--- src/rtl/program_loader_if.sv ---
// Byte-stream input and memory-programming output bundle for program_loader.
interface program_loader_if;
    logic        in_valid;
    logic [7:0]  in_byte;
    logic        in_ready;
    logic [31:0] programAddress;
    logic [7:0]  programByte;
    logic        programWrEn;
    logic        startProgram;
    logic        cpu_reset;
    logic        busy;
    logic        error;

    modport slave (
        input  in_valid, in_byte,
        output in_ready, programAddress, programByte, programWrEn,
               startProgram, cpu_reset, busy, error
    );

    modport master (
        output in_valid, in_byte,
        input  in_ready, programAddress, programByte, programWrEn,
               startProgram, cpu_reset, busy, error
    );
endinterface

--- src/rtl/program_loader.sv ---
// Loads a framed, checksummed program image into byte memory and then
// hands the memory to the CPU by raising startProgram and releasing cpu_reset.
module program_loader #(
    parameter int unsigned MEM_BYTES    = 1024,
    parameter logic [7:0]  MAGIC        = 8'hA5,
    parameter int unsigned RESET_CYCLES = 4
) (
    input  logic             clk,
    input  logic             reset,
    program_loader_if.slave  bus
);
    localparam int unsigned CNT_W = $clog2(MEM_BYTES + 1);
    localparam int unsigned LEN_W = 16;
    localparam int unsigned RC_W  = (RESET_CYCLES > 1) ? $clog2(RESET_CYCLES) : 1;

    typedef enum logic [2:0] {
        S_IDLE, S_LEN_HI, S_LEN_LO, S_PAYLOAD, S_CHECK, S_RELEASE, S_RUN
    } state_t;

    state_t             r_state;
    state_t             w_state_nxt;
    logic [LEN_W-1:0]   r_len;
    logic [CNT_W-1:0]   r_count;
    logic [7:0]         r_sum;
    logic [RC_W-1:0]    r_rel_cnt;
    logic [31:0]        r_addr;
    logic [7:0]         r_byte;
    logic               r_wr_en;
    logic               r_start;
    logic               r_cpu_reset;
    logic               r_busy;
    logic               r_error;

    logic               w_ready;
    logic               w_accept;
    logic [LEN_W-1:0]   w_len_full;
    logic [CNT_W-1:0]   w_count_inc;
    logic               w_err_set;
    logic               w_err_clr;

    assign w_ready     = (r_state == S_IDLE)    || (r_state == S_LEN_HI) ||
                         (r_state == S_LEN_LO)  || (r_state == S_PAYLOAD) ||
                         (r_state == S_CHECK);
    assign w_accept    = bus.in_valid && w_ready;
    assign w_len_full  = {r_len[15:8], bus.in_byte};
    assign w_count_inc = r_count + CNT_W'(1);

    always_ff @(posedge clk or posedge reset) begin
        if (reset) r_state <= S_IDLE;
        else       r_state <= w_state_nxt;
    end

    // Next state plus error set/clear decisions for each accepted byte.
    always_comb begin
        w_state_nxt = r_state;
        w_err_set   = 1'b0;
        w_err_clr   = 1'b0;
        unique case (r_state)
            S_IDLE: begin
                if (w_accept && (bus.in_byte == MAGIC)) begin
                    w_state_nxt = S_LEN_HI;
                    w_err_clr   = 1'b1;
                end
            end
            S_LEN_HI: begin
                if (w_accept) w_state_nxt = S_LEN_LO;
            end
            S_LEN_LO: begin
                if (w_accept) begin
                    if (w_len_full > LEN_W'(MEM_BYTES)) begin
                        w_state_nxt = S_IDLE;
                        w_err_set   = 1'b1;
                    end else if (w_len_full == '0) begin
                        w_state_nxt = S_CHECK;
                    end else begin
                        w_state_nxt = S_PAYLOAD;
                    end
                end
            end
            S_PAYLOAD: begin
                if (w_accept && (LEN_W'(w_count_inc) == r_len)) w_state_nxt = S_CHECK;
            end
            S_CHECK: begin
                if (w_accept) begin
                    if (bus.in_byte == r_sum) begin
                        w_state_nxt = S_RELEASE;
                    end else begin
                        w_state_nxt = S_IDLE;
                        w_err_set   = 1'b1;
                    end
                end
            end
            S_RELEASE: begin
                if (r_rel_cnt == RC_W'(RESET_CYCLES - 1)) w_state_nxt = S_RUN;
            end
            S_RUN:   w_state_nxt = S_RUN;
            default: w_state_nxt = S_IDLE;
        endcase
    end

    // Datapath and registered status outputs, the latter decoded from next state.
    always_ff @(posedge clk or posedge reset) begin
        if (reset) begin
            r_len       <= '0;
            r_count     <= '0;
            r_sum       <= '0;
            r_rel_cnt   <= '0;
            r_addr      <= '0;
            r_byte      <= '0;
            r_wr_en     <= 1'b0;
            r_start     <= 1'b0;
            r_cpu_reset <= 1'b1;
            r_busy      <= 1'b0;
            r_error     <= 1'b0;
        end else begin
            r_wr_en <= 1'b0;
            if (w_accept && (r_state == S_LEN_HI)) r_len[15:8] <= bus.in_byte;
            if (w_accept && (r_state == S_LEN_LO)) begin
                r_len[7:0] <= bus.in_byte;
                r_count    <= '0;
                r_sum      <= '0;
            end
            if (w_accept && (r_state == S_PAYLOAD)) begin
                r_addr  <= 32'(r_count);
                r_byte  <= bus.in_byte;
                r_wr_en <= 1'b1;
                r_sum   <= r_sum + bus.in_byte;
                r_count <= w_count_inc;
            end
            if (r_state == S_RELEASE) r_rel_cnt <= r_rel_cnt + RC_W'(1);
            else                      r_rel_cnt <= '0;
            if (w_err_set)      r_error <= 1'b1;
            else if (w_err_clr) r_error <= 1'b0;
            r_busy      <= (w_state_nxt == S_LEN_HI) || (w_state_nxt == S_LEN_LO) ||
                           (w_state_nxt == S_PAYLOAD) || (w_state_nxt == S_CHECK);
            r_start     <= (w_state_nxt == S_RELEASE) || (w_state_nxt == S_RUN);
            r_cpu_reset <= (w_state_nxt != S_RUN);
        end
    end

    assign bus.in_ready       = w_ready;
    assign bus.programAddress = r_addr;
    assign bus.programByte    = r_byte;
    assign bus.programWrEn    = r_wr_en;
    assign bus.startProgram   = r_start;
    assign bus.cpu_reset      = r_cpu_reset;
    assign bus.busy           = r_busy;
    assign bus.error          = r_error;
endmodule

--- src/flat_wrapper.sv ---
// flat-port wrapper written by rule: the top's interface ports become plain ports
module program_loader_flat 
#(
    parameter int unsigned MEM_BYTES    = 1024,
    parameter logic [7:0]  MAGIC        = 8'hA5,
    parameter int unsigned RESET_CYCLES = 4
)
  (clk, reset, bus_in_valid, bus_in_byte, bus_in_ready, bus_programAddress, bus_programByte, bus_programWrEn, bus_startProgram, bus_cpu_reset, bus_busy, bus_error);
  program_loader_if bus_i ();
  input  logic clk;
  input  logic reset;
  input wire logic [$bits(bus_i.in_valid)-1:0] bus_in_valid;
  input wire logic [$bits(bus_i.in_byte)-1:0] bus_in_byte;
  output wire logic [$bits(bus_i.in_ready)-1:0] bus_in_ready;
  output wire logic [$bits(bus_i.programAddress)-1:0] bus_programAddress;
  output wire logic [$bits(bus_i.programByte)-1:0] bus_programByte;
  output wire logic [$bits(bus_i.programWrEn)-1:0] bus_programWrEn;
  output wire logic [$bits(bus_i.startProgram)-1:0] bus_startProgram;
  output wire logic [$bits(bus_i.cpu_reset)-1:0] bus_cpu_reset;
  output wire logic [$bits(bus_i.busy)-1:0] bus_busy;
  output wire logic [$bits(bus_i.error)-1:0] bus_error;
  assign bus_i.in_valid = bus_in_valid;
  assign bus_i.in_byte = bus_in_byte;
  assign bus_in_ready = bus_i.in_ready;
  assign bus_programAddress = bus_i.programAddress;
  assign bus_programByte = bus_i.programByte;
  assign bus_programWrEn = bus_i.programWrEn;
  assign bus_startProgram = bus_i.startProgram;
  assign bus_cpu_reset = bus_i.cpu_reset;
  assign bus_busy = bus_i.busy;
  assign bus_error = bus_i.error;
  program_loader #(.MEM_BYTES(MEM_BYTES), .MAGIC(MAGIC), .RESET_CYCLES(RESET_CYCLES)) u_core (.clk(clk), .reset(reset), .bus(bus_i));
endmodule
--- config.mk ---
export PLATFORM = sky130hd
export DESIGN_NAME = program_loader_flat
export DESIGN_NICKNAME = d
export VERILOG_FILES = /design/src/rtl/program_loader_if.sv /design/src/rtl/program_loader.sv /design/src/flat_wrapper.sv
export SDC_FILE = /design/constraint.sdc
export NUM_CORES = 1
export LEC_CHECK = 0
export CAP_MARGIN = 0
export CORE_ASPECT_RATIO = 1.75
export CORE_MARGIN = 2
export CORE_UTILIZATION = 58
export CTS_CLUSTER_DIAMETER = 50
export CTS_CLUSTER_SIZE = 40
export DETAILED_ROUTE_END_ITERATION = 12
export PLACE_DENSITY = 0.85
export SLEW_MARGIN = 5
export SYNTH_ARGS = -nofsm -noshare
export SYNTH_HDL_FRONTEND = slang
export SYNTH_SLANG_ARGS = --single-unit
--- constraint.sdc ---
create_clock -name clk -period 4.6 [get_ports clk]
set_input_delay 0.92 -clock clk [delete_from_list [all_inputs] [get_ports clk]]
set_output_delay 0.92 -clock clk [all_outputs]
set_load 0.05 [all_outputs]
Word-level counts from Yosys, hierarchy flattened
Index checks and enable logic that the tools add are counted.
{"block": "totals", "register_bits": 64, "inputBits": 11, "output_inout_bits": 46, "wordCells": 77}
{"block": "op_classes", "add_sub_neg": 3, "n_lt_le_gt_ge": 1, "eq_ne": 17, "n_mux": 25, "reduce_logical": 18}
{"op": "3-bit 2-to-1 mux", "count": 9}
{"op": "11-bit 2-to-1 mux", "count": 2}
{"op": "3-bit case mux with 7 select lines", "count": 1}
{"op": "3-bit equality test, second input constant", "count": 6}
{"op": "11-bit by 16-bit equality test with 1-bit output", "count": 1}
{"op": "16-bit by 11-bit > comparator with 1-bit output, second input constant", "count": 1}
{"op": "16-bit zero test", "count": 1}
{"op": "8-bit 2-to-1 mux", "count": 2}
{"op": "3-bit by 2-bit equality test with 1-bit output, second input constant", "count": 4}
{"op": "11-bit by 1-bit adder with 11-bit output, second input constant", "count": 1}
{"op": "1-bit 2-to-1 mux", "count": 9}
{"op": "8-bit adder", "count": 1}
{"op": "8-bit equality test", "count": 1}
{"op": "8-bit equality test, second input constant", "count": 1}
{"op": "1-bit logical OR", "count": 8}
{"op": "3-bit by 1-bit equality test with 1-bit output, second input constant", "count": 2}
{"op": "1-bit logical AND", "count": 6}
{"op": "2-bit nonzero test", "count": 2}
{"op": "3-bit zero test", "count": 1}
{"op": "3-bit inequality test, second input constant", "count": 1}
{"op": "2-bit by 1-bit adder with 2-bit output, second input constant", "count": 1}
{"op": "2-bit equality test, second input constant", "count": 1}
{"op": "2-bit 2-to-1 mux", "count": 1}
{"op": "1-bit case mux with 2 select lines", "count": 1}

Logic depth before layout (Yosys ltp)
Gate-level depths: netlist of the first run.
{"block": "logic_depth", "ltp_word": 13, "mapped_depth": 9, "ltp_nobuf": 9}

Worst setup path before layout of the first run
Ideal clock, no wire load.
{"block": "synth_path", "path_type": "in2reg", "startpoint": "input port bus_in_byte[1]", "endpoint": "register u_core.r_sum[7]", "setup_ns": 0.124, "t_arrival_ns": 2.665, "required_time_ns": 4.476, "setup_slack_ns": 1.811, "stages": 8, "n_path_buf": 0, "cell_sequence": "ha_1 a21o_1 a21oi_1 o21bai_1 a2111oi_1 o21ai_0 nor4b_1 a211o_1"}
{"block": "synth_between", "elab_chain_len": 2}
{"element": "start, declared", "line_no": "flat_wrapper.sv:13", "text": "input wire logic [$bits(bus_i.in_byte)-1:0] bus_in_byte;"}
{"element": "8-bit adder", "line_no": "program_loader.sv:127", "text": "r_sum <= r_sum + bus.in_byte;"}
{"element": "8-bit 2-to-1 mux", "line_no": "program_loader.sv:123", "text": "if (w_accept && (r_state == S_PAYLOAD)) begin"}
{"element": "end signal, assigned", "line_no": "program_loader.sv:127"}
{"element": "end, declared", "line_no": "program_loader.sv:24", "text": "logic [7:0] r_sum;"}
No other way between the ends.
A chain may end at the register's enable or synchronous reset.

Final worst setup path of the first run
Same ends and word-level chain as after synthesis.

==> results of run 1 <==
[per-layer routing]
metal	part of all wire (%)	track usage (%)	vias up
li1	-	-	1276
met1	37	25.2	1356
met2	56	45.6	79
met3	3.4	4.66	20
met4	3.4	15.9	0
met5	0	0	-
[worst max-delay path: stages]
cell and delay (ns):
clkdlybuf4s50_1 0.65, ha_1 0.30, a21o_1 0.18, a21oi_1 0.21, o21bai_1 0.11, a2111oi_1 0.45
o21ai_0 0.18, nor4b_1 0.16, a211o_1 0.28
[worst max path at each step]
| stage | start | to | slack, ns | depth (start not counted) |
|---|---|---|---|---|
| 6_report | bus_in_byte[1] | u_core.r_sum[7]$_DFFE_PP0P_ | 1.39 | 9 |
| 3_5_place_dp | bus_in_byte[1] | u_core.r_sum[7]$_DFFE_PP0P_ | 1.00 | 9 |
| 5_1_grt | bus_in_byte[1] | u_core.r_sum[7]$_DFFE_PP0P_ | 1.24 | 9 |
| 2_1_floorplan | bus_in_byte[1] | u_core.r_sum[7]$_DFFE_PP0P_ | 1.81 | 8 |
| 3_3_place_gp | bus_in_byte[1] | u_core.r_sum[7]$_DFFE_PP0P_ | 1.08 | 9 |
| 4_1_cts | bus_in_byte[1] | u_core.r_sum[7]$_DFFE_PP0P_ | 1.39 | 9 |
[layout by cell type, fill, tap and decap left out, types with 2 or more instances in the layout]
cell type,Yosys,layout
conb_1,1,21
o31ai_1,4,4
nand2b_1,5,5
clkinv_2,0,3
nor4b_1,2,2
nand2_1,79,79
a21oi_1,9,9
xor2_1,7,7
or4_1,2,2
xnor2_1,18,18
o41ai_1,2,2
and3_1,4,4
dfrtp_1,63,63
or3_1,2,2
nor4_1,4,4
and2_1,2,2
clkbuf_8,0,10
ha_1,9,9
clkdlybuf4s50_1,0,35
mux2_2,16,16
a21o_1,4,4
or2_2,2,2
o21ai_0,21,21
bufinv_16,0,2
and4_1,4,4
nand3_1,7,7
o21a_1,2,2
inv_1,6,5
a22o_1,3,3
nor2b_1,3,3
buf_4,21,3
o21bai_1,2,2
nand4_1,2,2
nor3_1,2,2
nor2_1,14,14
a31oi_1,3,3
[metrics by stage]
step	setup WS, ns	power [W]	instance area, um2
CTS	1.39	0.00151	4030
finish	1.39	0.00150	4030
global placement	1.08	0.000959	3810
detailed placement	1.00	0.000978	3810
global route	1.24	0.00156	4030
floorplan	1.81	0.000917	3560
[Yosys cell counts (3+ instances only)]
cell type / number
buf_4: 21
a22o_1: 3
a21o_1: 4
dfrtp_1: 63
clkbuf_1: 7
nor2b_1: 3
a21oi_1: 9
nand2_1: 79
o31ai_1: 4
and4_1: 4
a31oi_1: 3
xor2_1: 7
ha_1: 9
inv_1: 6
xnor2_1: 18
nand3_1: 7
nor4_1: 4
and3_1: 4
buf_2: 6
nor2_1: 14
mux2_2: 16
nand2b_1: 5
o21ai_0: 21
[report_power, final]
group	leakage, nW	switching, W	internal (W)	total [W]
Combinational	0.938	0.000165	0.000129	0.000293
Sequential	0.857	0.0000505	0.000627	0.000677
Clock	0.112	0.000213	0.000316	0.000530
Total	1.91	0.000428	0.00107	0.00150
[layout make-up]
cell class	instances	area share [%]
clock buffers	10	3.41
well taps	78	2.42
multi-input cells	275	42.5
clock inverters	6	2.05
inverters	7	0.651
repair buffers	38	9.24
flip-flops and latches	64	39.7
[cell families (layout without fill, tap and decap cells)]
| group | after synthesis | after routing | share of synthesized area [%] |
|---|---|---|---|
| simple gates | 140 | 140 | 19.2 |
| flops | 64 | 64 | 46.0 |
| compound gates | 62 | 62 | 12.1 |
| buf+inv | 42 | 61 | 7.00 |
| xor+xnor | 25 | 25 | 6.28 |
| mux | 17 | 17 | 5.46 |
| fa+ha+maj | 10 | 10 | 3.80 |
| other cells | 1 | 21 | 0.108 |
[state kept, by name, summed over array words and instances (netlist names)]
register                   cells
u_core.bus.programAddress     11
u_core.r_rel_cnt               2
u_core.bus.busy                1
u_core.r_count                11
u_core.bus.programByte         8
u_core.bus.startProgram        1
u_core.r_state                 3
u_core.bus.error               1
u_core.r_sum                   8
u_core.bus.cpu_reset           1
u_core.r_len                  16
u_core.bus.programWrEn         1
==> results.md, run 1 <==
* Count of final hold-check violations at 0
* Count of final max-slew check failures at 0
* Worst slew margin at 46.6%
* Ant. Diodes at 0
* Postcts setup bufs at 0
* Required @ worst endpoint at 4.84 ns
* Maximum vdd ir drop at 0.000302 V
* Num CTS Buffers at 9
* Multi-input logic area at ~1700 um2
* Reg clk slew, reported paths at about 0.070 ns
* Hold buffers post-CTS at 0
* Rows at 37
* Worst-case reg-to-reg path depth at 8
* Die width at approximately 63 um
* Top cell type's share of synthesized area at a little under half
* Mapped Area at 3490 um2
* Vias in the first global route at ~2700
* Worst-margin pin slew at 0.800 ns
* Area contributors post-synth: dfrtp_1, nand2_1, mux2_2
* Synth warnings at 0
* RSZ-0062 raised after global routing: no
* Final Core Density at between 60% and 70%
* Initial antenna violation count at 0
* Crit path DAT at approximately 3.5 ns
* Gpl congestion at just under 0.9
* Largest net degree at the start of global routing at 40
* Routed WL at around 7500 um
* Core area at 5830 um2
* Cell Count, Final, Fillers Out at roughly 480
* Via density at ~5.7
* Yosys reg bits at 64
* RR Endpoint: u_core.bus.busy$_DFF_PP0_
* Sequential Area at about 1600 um2
* NumNets Final at 416
* DRC Markers at 0
* Gr usage total at between 20% and 30%
* Die height at 107 um
* Crit path kind: input port to register
* First-pass DRT Iterations at 5
* Antenna viol nets, final at 0
* Hold path start: u_core.r_rel_cnt[0]$_DFF_PP0_
* Clock Latency Late Sink at 0.35 ns
* DIE AREA at approximately 6700 um2
* Max Clock Skew at roughly 0.0065 ns
* IO buf count at 35
* Leakage power at 1.91 nW
* WHS Endpoint: u_core.r_rel_cnt[0]$_DFF_PP0_
* Minimum clock period at approximately 3.2 ns
* Setup TNS at 0 ns
* # Max-Cap Violations at 0
* Mean Syn Cell Area at slightly below 10 um2
* Critical Path Sink Type: register
* Cell variety after synth at 57
* CP startpoint kind: input port
* Reg2Reg Launch Point: u_core.r_count[0]$_DFFE_PP0P_
* Reg2reg setup slack at just over 2 ns
* Grt total ovfl at 0
* Dpl cells at 462
* H-tree levels at 3
* Worst min path class: register to register
* Vias at 2731
* Dominant cell type by area after synthesis: dfrtp_1
* Post-Syn Instances at about 360
* First-pass GRT wire length at 12700 um
* DP HPWL at between 5000 and 6000 um
* Wire per inst at between 15 and 20 um
* Period utilization at a little over two thirds
* CTS root buffer: clkbuf_8
* Clock Tree Buf Depth at 2
* Number of DRC violations after detailed-routing iteration 0 at roughly 120
* Post-synthesis async set-or-reset flop share at 100%
* Sequential fraction of the synthesis area at roughly 46%
* Outcome: finished clean
* Post-synth EDFFs at 0
* Endpoints failing setup at 0
* Hold Path Depth at 1
* CTS tree: yes
* Fillers at about 470
* Layout area overhead at 15.7%
* Starting Density at between 50 and 60%
* Layout cells sized above 1 at between 10 and 15%
* Hold_ws at between 0.4 and 0.5 ns
* Clock net sink count at 64
* Max Clk Rate at 312 MHz
* Top_reg_cell synth: dfrtp_1
* Worst-path maximum fanout at 7
* Power per cell area at approximately 370 nW/um2
* Post-CTS Resized at 0
* # IOs at 57
(Power assumes the default switching activity.)
==> inputs of run 2 (changes only) <==
CORE_UTILIZATION = 54   (was 58)
PLACE_DENSITY = 0.8   (was 0.85)
clock period = 3.22 ns   (was 4.6 ns; I/O delays follow)
==> results.md, run 2 (synthesis gave the netlist of run 1 again) <==
* Final Core Density at 65.4% (-3.7 points)
* DP HPWL at 5550 um (+2.0%)
* Worst setup margin at 0.383 ns (-1.01 ns)
* RSZ-0062 raised after global routing: no
* Layout cells sized above 1 at 13.4% (+1.9 points)
* Crit path DAT at 3.07 ns (-0.38 ns)
* NumNets Final at 426 (+2.4%)
* Number of DRC violations after detailed-routing iteration 0 at 122 (+4.3%)
* Hold buffers post-CTS at 0 (unchanged)
* Max incr delay on CP at 0.53 ns (-0.12 ns)
* DIE AREA at 7140 um2 (+7.0%)
* Die width at 64.7 um (+3.4%)
* Proportion of power drawn by combinational gates at 20.6% (+1.0 points)
* Most common cell after layout, fill and taps aside: nand2_1
* Clock Tree Buf Depth at 2 (unchanged)
* Top cell family by delay on the critical path: compound AO/OA/AOI/OAI gates
* CTS root buffer: clkbuf_8
* Switching power total at 0.000590 W (+38%)
* Leakage power at 1.94 nW (+1.8%)
* First-pass GRT wire length at 12100 um (-4.6%)
* Outcome: finished clean
* # Max-Cap Violations at 0 (unchanged)
* Sequential power share at 48.0% (+2.9 points)
* Worst-path maximum fanout at 6 (-1)
* Worst-margin pin slew at 0.700 ns (-0.101 ns)
* Wire per inst at 15.4 um (-2.2%)
* Vias in the first global route at 2562 (-6.4%)
* Largest net degree at the start of global routing at 35 (-13%)
* Required @ worst endpoint at 3.45 ns (-1.39 ns)
* Grt total ovfl at 0 (unchanged)
* Max reg flops at 16 (unchanged)
* Core area at 6230 um2 (+6.8%)
* Hold_ws at 0.439 ns (+0.0119 ns)
* Power per cell area at 494 nW/um2 (+33%)
* Routed WL at 7560 um (+0.24%)
* Crit path buf inv count at 1 (unchanged)
* Worst min path class: register to register
* First-pass DRT Iterations at 4 (-1)
* Antenna viol nets, final at 0 (unchanged)
* Reg clk slew, reported paths at 0.07 ns (about the same)
* Starting Density at 56.0% (-3.8 points)
* Num CTS Buffers at 9 (unchanged)
* Die height at 110 um (+3.5%)
* H-tree levels at 3 (unchanged)
* Gr usage total at 22.6% (-2.2 points)
* Post-Place Setup Slack at 0.0977 ns (-0.904 ns)
* CP startpoint kind: input port
* Clock share of power at 31.4% (-3.9 points)
* Setup TNS at 0 ns (unchanged)
* Maximum vdd ir drop at 0.000452 V (+49%)
* Period utilization at between 80% and 90%
* Worst slew margin at 53.3% (+6.7 points)
* Layout area overhead at 16.9%
* Gpl congestion at 0.876 (+0.49%)
* Switching Share at 29.3% (+0.76 points)
* Post-CTS Resized at 0 (unchanged)
* IO buf count at 35 (unchanged)
* Initial antenna violation count at 0 (unchanged)
* Via density at 5.61 (-1.8%)
* Endpoints failing setup at 0 (unchanged)
* # IOs at 57 (unchanged)
* Max Clock Skew at 0.0122 ns (+0.00568 ns)
* Top reg by flops: u_core.r_len
* CTS tree: yes
* Crit path kind: input port to register
* Count of final hold-check violations at 0 (unchanged)
* Critical Path Slowest Stage Cell: clkdlybuf4s50_1
* Critical Path Sink Type: register
* Vias at 2750 (+0.70%)
* CP Cell Sequence: clkdlybuf4s50_1 -> ha_1 -> a21oi_1 -> o21bai_1 -> a2111oi_1 -> o21ai_0 -> nor4b_1 -> a211o_1
* Most frequent cells in the layout: nand2_1, dfrtp_1, clkdlybuf4s50_1
* Minimum clock period at around 2.8 ns
* Clock net sink count at 64 (unchanged)
* Postcts setup bufs at 0 (unchanged)
* Max Clk Rate at approximately 350 MHz
* Rows at 38 (+2.7%)
* Count of final max-slew check failures at 0 (unchanged)
* Internal at 0.00142 W (+33%)
* DRC Markers at 0 (unchanged)
* Ant. Diodes at 0 (unchanged)
* Clock Latency Late Sink at 0.35 ns (about the same)
-- run 2: layout make-up --
type / count / area [um2]
clock buffer: 13 / 169
clock inverter: 3 / 15.0
fill: 521 / 2150
inverter: 7 / 26.3
multi-input combinational: 275 / 1710
sequential: 64 / 1600
tap: 80 / 100
timing repair buffer: 48 / 448
-- run 2: through the flow --
step	cells	power (W)	area (um2)
6_report	490	0.00201	4080
5_1_grt	490	0.00211	4080
4_1_cts	490	0.00202	4080
3_5_place_dp	474	0.00139	3890
3_3_place_gp	474	0.00138	3890
2_1_floorplan	381	0.00131	3560
-- run 2: worst paths after layout --
kind,endpoint,cells after the start,from,slack [ns]
worst max-delay path,u_core.r_sum[7]$_DFFE_PP0P_,8,bus_in_byte[2],0.38
worst min-delay path,u_core.r_rel_cnt[0]$_DFF_PP0_,1,u_core.r_rel_cnt[0]$_DFF_PP0_,0.44
worst max register to register,u_core.r_sum[7]$_DFFE_PP0P_,8,u_core.r_sum[1]$_DFFE_PP0P_,0.73
worst min register to register,u_core.r_rel_cnt[0]$_DFF_PP0_,1,u_core.r_rel_cnt[0]$_DFF_PP0_,0.44
max in group asynchronous,u_core.bus.cpu_reset$_DFF_PP1_,3,reset,1.73
min in group asynchronous,u_core.r_count[2]$_DFFE_PP0P_,2,reset,0.73
-- run 2: power groups by stage --
stage	sequential [W]	combinational, W	clock (W)
2_1_floorplan	0.000987	0.000323	0
3_3_place_gp	0.000975	0.000401	0
3_5_place_dp	0.000980	0.000412	0
4_1_cts	0.000965	0.000414	0.000645
5_1_grt	0.000980	0.000450	0.000678
6_report	0.000966	0.000414	0.000632
-- run 2: per-layer routing --
| layer | up-vias | global-route usage, % | wire (um) |
|---|---|---|---|
| met5 | - | 0 | 0 |
| li1 | 1289 | - | - |
| met1 | 1336 | 25.5 | 2890 |
| met3 | 18 | 5.08 | 363 |
| met2 | 107 | 39.0 | 4060 |
| met4 | 0 | 12.9 | 244 |
-- run 2: worst register-to-register path: cells and delay by family (launching register included) --
kind,cells,cell delay (ns)
AND/OR/NAND/NOR,1,0.18
AO/OA/AOI/OAI,6,1.47
adder cells (fa/ha/maj),1,0.30
flip-flops,1,0.42
